==> src/rtl/bg_layer_gen.sv <==
// Background layer generator: classifies each pixel as sky, textured band or ground and
// unpacks band texels from a packed sync ROM, emitting {palette, colour} 3 clocks after pixel_tick.
module bg_layer_gen #(
  parameter int XW = 10,
  parameter int YW = 10,
  parameter int BPP = 3,
  parameter int PPW = 3,
  parameter int PAL_W = 5,
  parameter int COL_AW = 4,
  parameter int ROW_AW = 7,
  parameter int TOP_RST = 300,
  parameter int BOT_RST = 428,
  parameter logic [3:0] SKY_IDX = 4'h5,
  parameter logic [3:0] GND_IDX = 4'h7
) (
  input  logic                     clk,
  input  logic                     rst,
  input  logic                     pixel_tick,
  input  logic                     frame_start,
  input  logic [XW-1:0]            x,
  input  logic [YW-1:0]            y,
  input  logic                     mem_enable,
  input  logic                     mem_write,
  input  logic [2:0]               reg_sel,
  input  logic [15:0]              write_data,
  output logic [ROW_AW+COL_AW-1:0] rom_addr,
  input  logic [BPP*PPW-1:0]       rom_data,
  output logic [PAL_W+3:0]         index_out,
  output logic                     index_valid
);

  localparam int PH_W = (PPW > 1) ? $clog2(PPW) : 1;
  localparam int DW = BPP * PPW;

  typedef enum logic [1:0] {REG_SKY, REG_BAND, REG_GND} region_t;

  logic [PAL_W-1:0]  palette;
  logic [15:0]       sx_pend, sx_live;
  logic [ROW_AW-1:0] sy_pend, sy_live;
  logic [YW-1:0]     band_top, band_bot;

  logic [PH_W-1:0]   phase;
  logic [COL_AW-1:0] word;

  logic [PH_W-1:0]   s1_phase, s2_phase;
  region_t           s1_region, s2_region;
  logic              s1_valid, s2_valid;

  always_ff @(posedge clk) begin
    if (!rst) begin
      palette  <= '0;
      sx_pend  <= '0;
      sx_live  <= '0;
      sy_pend  <= '0;
      sy_live  <= '0;
      band_top <= YW'(TOP_RST);
      band_bot <= YW'(BOT_RST);
    end else begin
      // Live scroll takes the pending value as it stood before any write in this same clock.
      if (frame_start) begin
        sx_live <= sx_pend;
        sy_live <= sy_pend;
      end
      if (mem_enable && mem_write) begin
        case (reg_sel)
          3'd0: palette  <= write_data[PAL_W-1:0];
          3'd1: sx_pend  <= write_data;
          3'd2: sy_pend  <= write_data[ROW_AW-1:0];
          3'd3: band_top <= write_data[YW-1:0];
          3'd4: band_bot <= write_data[YW-1:0];
          default: ;
        endcase
      end
    end
  end

  logic [COL_AW-1:0] coarse;
  logic [7:0]        fine;
  logic [PH_W-1:0]   fine_phase, cur_phase, next_phase;
  logic [COL_AW-1:0] cur_word, next_word;
  logic [ROW_AW-1:0] row;
  region_t           region;
  logic              unused_hi;

  assign coarse    = sx_live[8 +: COL_AW];
  assign fine      = sx_live[7:0];
  assign unused_hi = &{1'b0, sx_live[15:8+COL_AW], write_data[15:8+COL_AW]};

  always_comb begin
    fine_phase = (int'(fine) >= PPW - 1) ? PH_W'(PPW - 1) : PH_W'(fine);
    cur_phase  = (x == '0) ? fine_phase : phase;
    cur_word   = (x == '0) ? coarse : word;
    if (cur_phase == PH_W'(PPW - 1)) begin
      next_phase = '0;
      next_word  = cur_word + 1'b1;
    end else begin
      next_phase = cur_phase + 1'b1;
      next_word  = cur_word;
    end
    // An empty or inverted band falls through to ground for every y >= band_top.
    if (y < band_top)      region = REG_SKY;
    else if (y < band_bot) region = REG_BAND;
    else                   region = REG_GND;
    row = ROW_AW'(y) - ROW_AW'(band_top) + sy_live;
  end

  logic [DW-1:0]  shifted;
  logic [BPP-1:0] field;
  logic [3:0]     colour;

  always_comb begin
    shifted = rom_data >> (BPP * (PPW - 1 - int'(s2_phase)));
    field   = shifted[BPP-1:0];
    case (s2_region)
      REG_SKY:  colour = SKY_IDX;
      REG_BAND: colour = 4'(field);
      default:  colour = GND_IDX;
    endcase
  end

  always_ff @(posedge clk) begin
    if (!rst) begin
      phase       <= '0;
      word        <= '0;
      rom_addr    <= '0;
      s1_phase    <= '0;
      s1_region   <= REG_SKY;
      s1_valid    <= 1'b0;
      s2_phase    <= '0;
      s2_region   <= REG_SKY;
      s2_valid    <= 1'b0;
      index_out   <= '0;
      index_valid <= 1'b0;
    end else begin
      s1_valid <= pixel_tick;
      if (pixel_tick) begin
        rom_addr  <= {row, cur_word};
        s1_phase  <= cur_phase;
        s1_region <= region;
        phase     <= next_phase;
        word      <= next_word;
      end
      // The ROM reads rom_addr on this edge, so its word lines up with s2 metadata.
      s2_valid    <= s1_valid;
      s2_phase    <= s1_phase;
      s2_region   <= s1_region;
      index_valid <= s2_valid;
      if (s2_valid) index_out <= {palette, colour};
    end
  end

endmodule

==> config.mk <==
export PLATFORM = sky130hd
export DESIGN_NAME = bg_layer_gen
export DESIGN_NICKNAME = d
export VERILOG_FILES = /design/src/rtl/bg_layer_gen.sv
export SDC_FILE = /design/constraint.sdc
export NUM_CORES = 1
export LEC_CHECK = 0
export CORE_MARGIN = 4
export CORE_UTILIZATION = 49
export DETAILED_ROUTE_END_ITERATION = 10
export GPL_TIMING_DRIVEN = 0
export PLACE_DENSITY = 0.8
export SYNTH_ARGS = -nofsm -noshare
export SYNTH_HDL_FRONTEND = slang
export SYNTH_SLANG_ARGS = --single-unit
==> constraint.sdc <==
create_clock -name clk -period 2.11 [get_ports clk]
set_input_delay 0.211 -clock clk [delete_from_list [all_inputs] [get_ports clk]]
set_output_delay 0.211 -clock clk [all_outputs]
set_load 0.02 [all_outputs]
==> run summary, run 1 <==
status = finished, violations left
failing checks = setup timing
area fraction of the dominant cell type after synthesis = 40.9%
DR pass1 iterations = 4
Mapped Nets = 604
CP Capture Type = register
Worst EP required = 2.37 ns
antenna violations before repair = 0
Fin Setup TNS = -0.415 ns
area of the multi-input gates = 0.00262 mm2
area leader, netlist = dfxtp_1
largest cells by area after synthesis = dfxtp_1 (41%), mux2i_1 (14%), ha_1 (7.2%)
Netlist Area Pre-Place = 0.00484 mm2
final clock period utilization by the worst path = 107%
CORE AREA = 0.00968 mm2
ant diodes = 0
CP Buf/Inv Count = 4
worst-path cell chain = inv_2, fa_1, inv_2, fa_2, buf_4, buf_6, a21o_1, a211o_1, o211ai_1, a21oi_1
WL final = 12,100 um
Yosys warnings = 0
Achievable Freq = 443 MHz
vias after detailed routing = 3,932
number of synthesized flops with an enable pin = 0
die height = 107 um
Final Worst Setup Slack = -0.145 ns
RSZ-0062 raised after global routing = true
GRT Util Overall = 21.4%
Startpoint Class = register
Initial DRC Count = 208
Post-synth top flop = dfxtp_1
Worst-Margin Slew = 0.617 ns
# DRC = 0
Layout area overhead = 24.4%
Reg area = 0.00198 mm2
relative slew slack = 58.9%
first-pass GRT wire length = 19,500 um
Rows = 36
#FFs+latches synth = 99
Worst-path clk slew = 0.10 ns
final setup vio count = 3
vias in the first global route = 3,951
I/O pins = 75
post-synthesis cell type count = 58
Hold WC Path Type = input port to register
Mapped Avg Cell Area = 9.39 um2
dpl cell area = 0.00569 mm2
post-layout instance area = 0.00603 mm2
per-cell routed wire length = 16.5 um
cell repeated most along the worst path = inv_2
Critical Setup Path Class = register to register
Max Root-Sink Buffers = 2
Layout fillers = 831
Port Buffers = 67
Antenna Violating Nets Remaining = 0
Clock Latency Late Sink = 0.37 ns
Placer Congestion = 0.950
DR vias/cell = 5.34
final core occ = 62.2%
final clock skew = 0.0120 ns
fraction of layout cells with a size suffix above 1 = 9.27%
Die W = 107 um
Hold Vio Cnt, Final = 0
pwr/cell area = 635 mW/mm2
Clock Sinks = 99
CP max-delay cell = fa_1
Seq/Total Area, Yosys = 40.9%
WP data arrival = 2.52 ns
largest net degree at the start of global routing = 17
H-Tree Depth = 3
Critical Path Max Stage Delay = 0.51 ns
Starting Density = 50.0%
async set-reset flop share out of synthesis = 0%
Crit path max-delay family = adder cells
CTS tree = built
CTS Root Cell = clkbuf_8
fin. max-slew vios = 0
min cycle time layout = 2.25 ns
IR drop worst, VDD = 0.407 mV
hpwl dp = 8920 um
CTS buffer count = 9
Final Power = 3830 uW
die area = 0.0115 mm2
total of max-cap violations = 0
# hold bufs at CTS = 0
worst-path fanout max = 2
leakage = 0.00262 uW
Nets = 687
Remaining Overflow, GRT = 0
Gate Count Post-Synth = 516
-- power breakdown --
part	switching, uW	internal (uW)
clock	678	671
combinational	276	264
sequential	27.6	1910
total	981	2850
-- through the flow --
stage | worst slack (ns) | cells | hold slack, ns
floorplan | 0.00960 | 516 | 0.336
global placement | -0.643 | 716 | 0.417
detailed placement | -0.680 | 716 | 0.420
CTS | -0.168 | 734 | 0.287
global route | -0.254 | 737 | 0.334
finish | -0.145 | 737 | 0.313
-- cells by family (layout without fill, tap and decap cells) --
group	count (synthesis)	count (layout)	share of synthesized area [%]
XOR/XNOR	7	7	1.27
AO/OA/AOI/OAI	73	73	10.2
flip-flops	99	99	40.9
multiplexers	74	74	15.9
buffers and inverters	73	161	6.38
other	1	1	0.0774
AND/OR/NAND/NOR	155	155	15.6
adder cells (fa/ha/maj)	34	34	9.71
-- layout by cell type, fill, tap and decap left out, types with 3 or more instances in the layout --
master and instances:
a21oi_2 3, a21oi_1 14, dfxtp_1 98, clkbuf_1 15, nor3b_1 3, a21o_1 6, a21boi_0 5, fa_1 5
buf_6 4, nand4_1 5, ha_1 26, nand2_1 37, nor2_1 54, and2_1 4, buf_4 7, o21ai_0 11
dlymetal6s2s_1 5, inv_2 3, clkdlybuf4s50_1 61, nand2b_1 3, a211oi_1 4, o22ai_1 3, nor3_1 4, mux2i_1 68
xnor2_1 5, buf_2 6, inv_1 44, clkbuf_8 9, nand3_1 10, nor2b_1 21
-- what timing repair did --
item,in CTS,in global routing
setup buffers,2,3
endpoints found under the setup margin,4,6
pin swaps,7,10
endpoints found under the hold margin,0,0
resized for setup,7,18
-- final timing paths --
kind,start,endpoint,slack [ns],cells past startpoint
hold reg to reg,s1_valid,s2_valid,0.44,1
setup / recovery,sy_live[1],rom_addr[8],-0.14,10
hold / removal,frame_start,sy_live[2],0.31,3
setup reg to reg,sy_live[1],rom_addr[8],-0.14,10
-- final cells by class --
cell class                      instances  share of cell area, %
Tap cell                              133                   2.76
Multi-Input combinational cell        344                   43.5
Buffer                                 26                   2.30
Clock buffer                           10                   2.12
Sequential cell                        99                   32.9
Inverter                               47                   2.93
Timing Repair Buffer                   72                   12.0
Clock inverter                          6                   1.47
-- per-layer routing --
metal	GRT usage (%)	vias up	routed length [um]
li1	-	1926	-
met1	26.8	1856	5190
met2	36.6	126	5950
met3	3.66	24	660
met4	9.02	0	329
met5	0	-	0
-- tightest hold or removal path, delay by kind of cell --
family	cells	cell delay, ns
and+or+nand+nor	1	0.07
buffers and inverters	1	0.21
muxes	1	0.15
-- state kept, by name, indices dropped and copies added (netlist names), 2 cells and up --
signal	count
word	4
sy_live	7
s1_phase	2
band_bot	10
phase	2
rom_addr	11
s1_region	2
band_top	10
s2_region	2
index_out	8
sx_live	12
sx_pend	12
palette	5
s2_phase	2
sy_pend	7
-- Yosys cell counts (all sizes together), types with 3 or more instances --
master / count
dfxtp: 99
mux2i: 69
nor2: 56
inv: 47
nand2: 37
ha: 28
nor2b: 21
a21oi: 17
clkbuf: 14
o21ai: 14
buf: 12
nand3: 10
a21o: 6
fa: 6
xnor2: 6
a211oi: 5
a21boi: 5
nand4: 5
and2: 4
nor3: 4
a41oi: 3
mux2: 3
nand2b: 3
nor3b: 3
nor4: 3
o22ai: 3
No activity file was read; power rests on OpenSTA's default activity.
==> run 2, diff against run 1 <==
Settings changed: PLACE_DENSITY 0.8 to 0.79.
==> run 2 against run 1 <==
  * The run still ends with setup timing left
  * Maximum frequency shrank 0.46%
  * Register-to-register slack is essentially flat
  * Hold slack gained 0.0075 ns
  * Die area is the same
  * Combinational power is essentially flat
  * Clock-buffer cell count shrank 1
  * Highest routed layer unchanged
==> run summary, run 2 (synthesis gave the netlist of run 1 again) <==
status = finished, violations left
failing checks = setup timing
most frequent cells in the layout = dfxtp_1 (97), mux2i_1 (68), clkdlybuf4s50_1 (64), nor2_1 (54), inv_1 (44)
tightest hold margin = 0.320 ns
antenna violations before repair = 0
vias after detailed routing = 3,876
top flop regs = sx_live (12), sx_pend (12), rom_addr (11)
RSZ-0062 raised after global routing = true
DR pass1 iterations = 5
per-cell routed wire length = 15.8 um
fraction of layout cells with a size suffix above 1 = 9.62%
post-layout instance area = 0.00602 mm2
final clock period utilization by the worst path = 107%
WP data arrival = 2.50 ns
Critical Setup Path Class = input port to register
relative slew slack = 60.3%
Clock Sinks = 99
Achievable Freq = 441 MHz
worst reg-to-reg path cell count = 9
H-Tree Depth = 3
Layout area overhead = 24.2%
Startpoint Class = input port
commonest non-fill, non-tap cell in the layout = dfxtp_1
CP Capture Type = register
leakage = 0.00259 uW
ant diodes = 0
pre-CTS setup slack = -0.722 ns
Initial DRC Count = 144
I/O pins = 75
CTS tree = built
Final Power = 3720 uW
Clock Latency Late Sink = 0.37 ns
GRT Util Overall = 20.5%
DR vias/cell = 5.27
vias in the first global route = 3,869
final clock skew = 0.0161 ns
CTS buffer count = 9
CORE AREA = 0.00968 mm2
worst-path fanout max = 4
Worst Hold Path EP = rom_addr[8]
Placer Congestion = 0.935
final setup vio count = 3
WL final = 11,700 um
CTS Root Cell = clkbuf_8
Final Worst Setup Slack = -0.155 ns
final core occ = 62.1%
Nets = 686
R2R Path Start = sy_live[1]
Rows = 36
Remaining Overflow, GRT = 0
die height = 107 um
IR drop worst, VDD = 0.331 mV
pwr/cell area = 618 mW/mm2
Antenna Violating Nets Remaining = 0
min cycle time layout = 2.27 ns
Port Buffers = 67
die area = 0.0115 mm2
Hold Vio Cnt, Final = 0
Hold WC Path Type = input port to register
hold path cells = 3
Worst-Margin Slew = 0.596 ns
largest net degree at the start of global routing = 18
Reg-to-Reg End = rom_addr[10]
hpwl dp = 8830 um
Die W = 107 um
Worst-path clk slew = 0.10 ns
dpl cell area = 0.00569 mm2
Worst EP required = 2.35 ns
Max Root-Sink Buffers = 2
Starting Density = 50.0%
# DRC = 0
Hold Path Origin = rst
R2R Setup Slk = -0.15 ns
total of max-cap violations = 0
first-pass GRT wire length = 18,700 um
fin. max-slew vios = 0
==> run 2: layer usage <==
layer	track usage, %	share of wire, %	vias up
met3	3.78	5.2	18
li1	-	-	1922
met2	35.2	47	113
met5	0	0	-
met4	6.31	1.6	0
met1	26.2	46	1823
==> run 2: worst max-delay path: stages <==
cell             delay [ns]
clkdlybuf4s50_1        0.52
inv_1                  0.08
fa_1                   0.55
inv_1                  0.05
ha_1                   0.36
o21ai_1                0.25
o21bai_2               0.11
a21oi_2                0.17
xnor2_2                0.14
a21oi_1                0.08
==> run 2: timing repair <==
action	CTS	global route
endpoints found under the hold margin	0	0
pin swaps	14	13
hold buffers	0	0
gates resized for setup	9	16
endpoints found under the setup margin	4	6
cloned	0	0
buffers inserted	2	3
==> run 2: worst max path at each step <==
stage          startpoint  cells after the start      endpoint
3_5_place_dp         y[1]                     10  rom_addr[10]
4_1_cts        sy_live[1]                      9  rom_addr[10]
3_3_place_gp         y[1]                     10  rom_addr[10]
2_1_floorplan  sy_live[1]                      9  rom_addr[10]
5_1_grt              y[3]                     10  rom_addr[10]
6_report             y[3]                     10  rom_addr[10]
==> run 2: through the flow <==
stage | cells | TNS (ns)
after floorplan | 516 | 0
after global placement | 716 | -2.84
after detailed placement | 716 | -3.24
after CTS | 734 | -0.385
after global routing | 736 | -0.621
final | 736 | -0.291
==> run 2: report_power, final <==
part,leakage (uW),internal (uW),switching (uW)
Combinational,0.00169,268,274
Clock,0.0000962,556,684
Sequential,0.000804,1910,26.0
Total,0.00259,2740,984
==> run 2: cell type report <==
| cell class | instances | area, um2 |
|---|---|---|
| fillers | 792 | 3670 |
| multi-input cells | 344 | 2640 |
| flip-flops and latches | 99 | 1980 |
| repair buffers | 71 | 708 |
| inverters | 47 | 176 |
| well taps | 133 | 166 |
| plain buffers | 26 | 139 |
| clock buffers | 9 | 124 |
| clock inverters | 7 | 76.3 |
==> run 3, diff against run 2 <==
Settings changed: CORE_UTILIZATION 49 to 54, PLACE_DENSITY 0.79 to 0.82.
Clock period 2.11 ns to 2.1 ns, I/O delays scaled along.
==> run 3 against run 2 <==
  * The flow still finishes with violations (setup timing)
  * Clock-buffer cell count stayed put
  * Register-to-register slack about the same
  * Non-clock buffer count increased by 2
  * Hold slack got worse by 0.0081 ns
  * Routed wire length up 2.8%
  * Flip-flop and latch count stayed put
  * Clock power is essentially flat
  * Highest routed layer unchanged
==> run summary, run 3 (synthesis gave the netlist of run 1 again) <==
ant diodes = 0
H-Tree Depth = 3
total of max-cap violations = 0
Worst EP required = 2.36 ns
Clock Sinks = 99
DR vias/cell = 5.51
die area = 0.0105 mm2
GRT Util Overall = 23.9%
CP Buf/Inv Count = 2
fraction of layout cells with a size suffix above 1 = 9.92%
DR pass1 iterations = 6
Hold Vio Cnt, Final = 0
vias after detailed routing = 3,928
worst reg-to-reg path cell count = 9
hold path cells = 3
# hold bufs at CTS = 0
Worst-path clk slew = 0.10 ns
WL final = 12,000 um
IR drop worst, VDD = 0.347 mV
final std cells w/o fill = 713
failing checks = setup timing
Starting Density = 55.5%
final clock period utilization by the worst path = 107%
Reg-to-Reg End = rom_addr[9]
final clock skew = 0.0153 ns
R2R Path Start = sy_live[1]
Max Root-Sink Buffers = 2
Worst-Margin Slew = 0.699 ns
Critical Path Max Stage Delay = 0.51 ns
cell repeated most along the worst path = inv_2
WP data arrival = 2.49 ns
Fin Setup TNS = -0.302 ns
Clock Latency Late Sink = 0.38 ns
Placer Congestion = 0.933
status = finished, violations left
worst-path fanout max = 2
Nets = 688
CTS tree = built
hpwl dp = 8930 um
first-pass GRT wire length = 19,400 um
Hold WC Path Type = input port to register
Remaining Overflow, GRT = 0
fin. max-slew vios = 0
leakage = 0.00257 uW
# DRC = 0
Worst Hold Path EP = sy_live[2]
CTS Root Cell = clkbuf_8
relative slew slack = 52.8%
I/O pins = 75
final setup vio count = 4
vias in the first global route = 3,971
CP max-delay cell = fa_1
Initial DRC Count = 174
Startpoint Class = register
top flop regs = sx_live (12), sx_pend (12), rom_addr (11)
Achievable Freq = 447 MHz
Critical Setup Path Class = register to register
worst-path cell chain = inv_2, fa_1, inv_2, ha_1, a21o_1, a21oi_2, o21ai_2, mux2i_1, a311o_1
pwr/cell area = 628 mW/mm2
per-cell routed wire length = 16.8 um
Antenna Violating Nets Remaining = 0
Hold Path Origin = frame_start
DP Cell Count = 691
Port Buffers = 67
CTS buffer count = 9
Final Worst Setup Slack = -0.138 ns
die height = 103 um
Layout fillers = 691
CORE AREA = 0.00872 mm2
antenna violations before repair = 0
WP depth = 9
min cycle time layout = 2.24 ns
CP Capture Type = register
largest net degree at the start of global routing = 18
Crit path max-delay family = adder cells
Die W = 103 um
Layout area overhead = 22.7%
commonest non-fill, non-tap cell in the layout = dfxtp_1
R2R Setup Slk = -0.14 ns
most frequent cells in the layout = dfxtp_1 (97), mux2i_1 (68), clkdlybuf4s50_1 (65), nor2_1 (54), inv_1 (44)
Rows = 34
RSZ-0062 raised after global routing = true
## run 3: changes by cell type in the layout (fill, tap and decap cells not counted), moves of 2 or more
cell            previous run  this run
buf_4                      6         9
dlymetal6s2s_1             2         0
ha_2                       1         3
ha_4                       2         0
## run 3: worst min-delay path, cell delays in order
cell     delay, ns
buf_2         0.21
mux2i_1       0.16
nor2_1        0.07
## run 3: report_power, final
group          total [uW]  leakage, uW  switching [uW]  internal, uW
Clock                1250    0.0000975             695           559
Sequential           1950     0.000804            26.6          1920
Combinational         530      0.00167             271           259
## run 3: how the worst max path moves through the flow
stage / from / endpoint / slack, ns
after floorplan: sy_live[1] / rom_addr[9] / 0.01
after global placement: y[1] / rom_addr[9] / -0.59
after detailed placement: y[1] / rom_addr[9] / -0.61
after CTS: sy_live[1] / rom_addr[9] / -0.11
after global routing: sy_live[1] / rom_addr[10] / -0.22
final: sy_live[1] / rom_addr[9] / -0.14
## run 3: area by class of cell
class | count | area [um2] | area share (%)
Clock inverter | 7 | 75.1 | 1.26
Timing Repair Buffer | 73 | 713 | 12.0
Tap cell | 108 | 135 | 2.27
Clock buffer | 9 | 124 | 2.08
Buffer | 26 | 139 | 2.34
Inverter | 47 | 176 | 2.97
Sequential cell | 99 | 1980 | 33.4
Multi-Input combinational cell | 344 | 2600 | 43.7
## run 3: per-stage QoR
stage                     cell area (um2)  power [uW]  util, %  setup slack, ns  hold slack (ns)
after floorplan                      4850        2270        -           0.0122            0.335
after global placement               5660        2480     64.9           -0.587            0.417
after detailed placement             5660        2500     64.9           -0.615            0.425
after CTS                            5890        3740     67.5           -0.106            0.300
after global routing                 5940        3900     68.2           -0.222            0.327
final                                5940        3730     68.2           -0.138            0.312
## run 3: metal layers
metal	vias to the layer above	GRT usage, %	part of all wire [%]
li1	1931	-	-
met1	1850	30.9	45
met2	129	39.8	47
met3	18	4.74	6.4
met4	0	8.78	1.7
met5	-	0	0
## run 3: repair_timing
item | in CTS | in global routing
gates resized for setup | 8 | 12
buffers inserted | 3 | 3
endpoints found under the setup margin | 4 | 6
pin swaps | 3 | 10
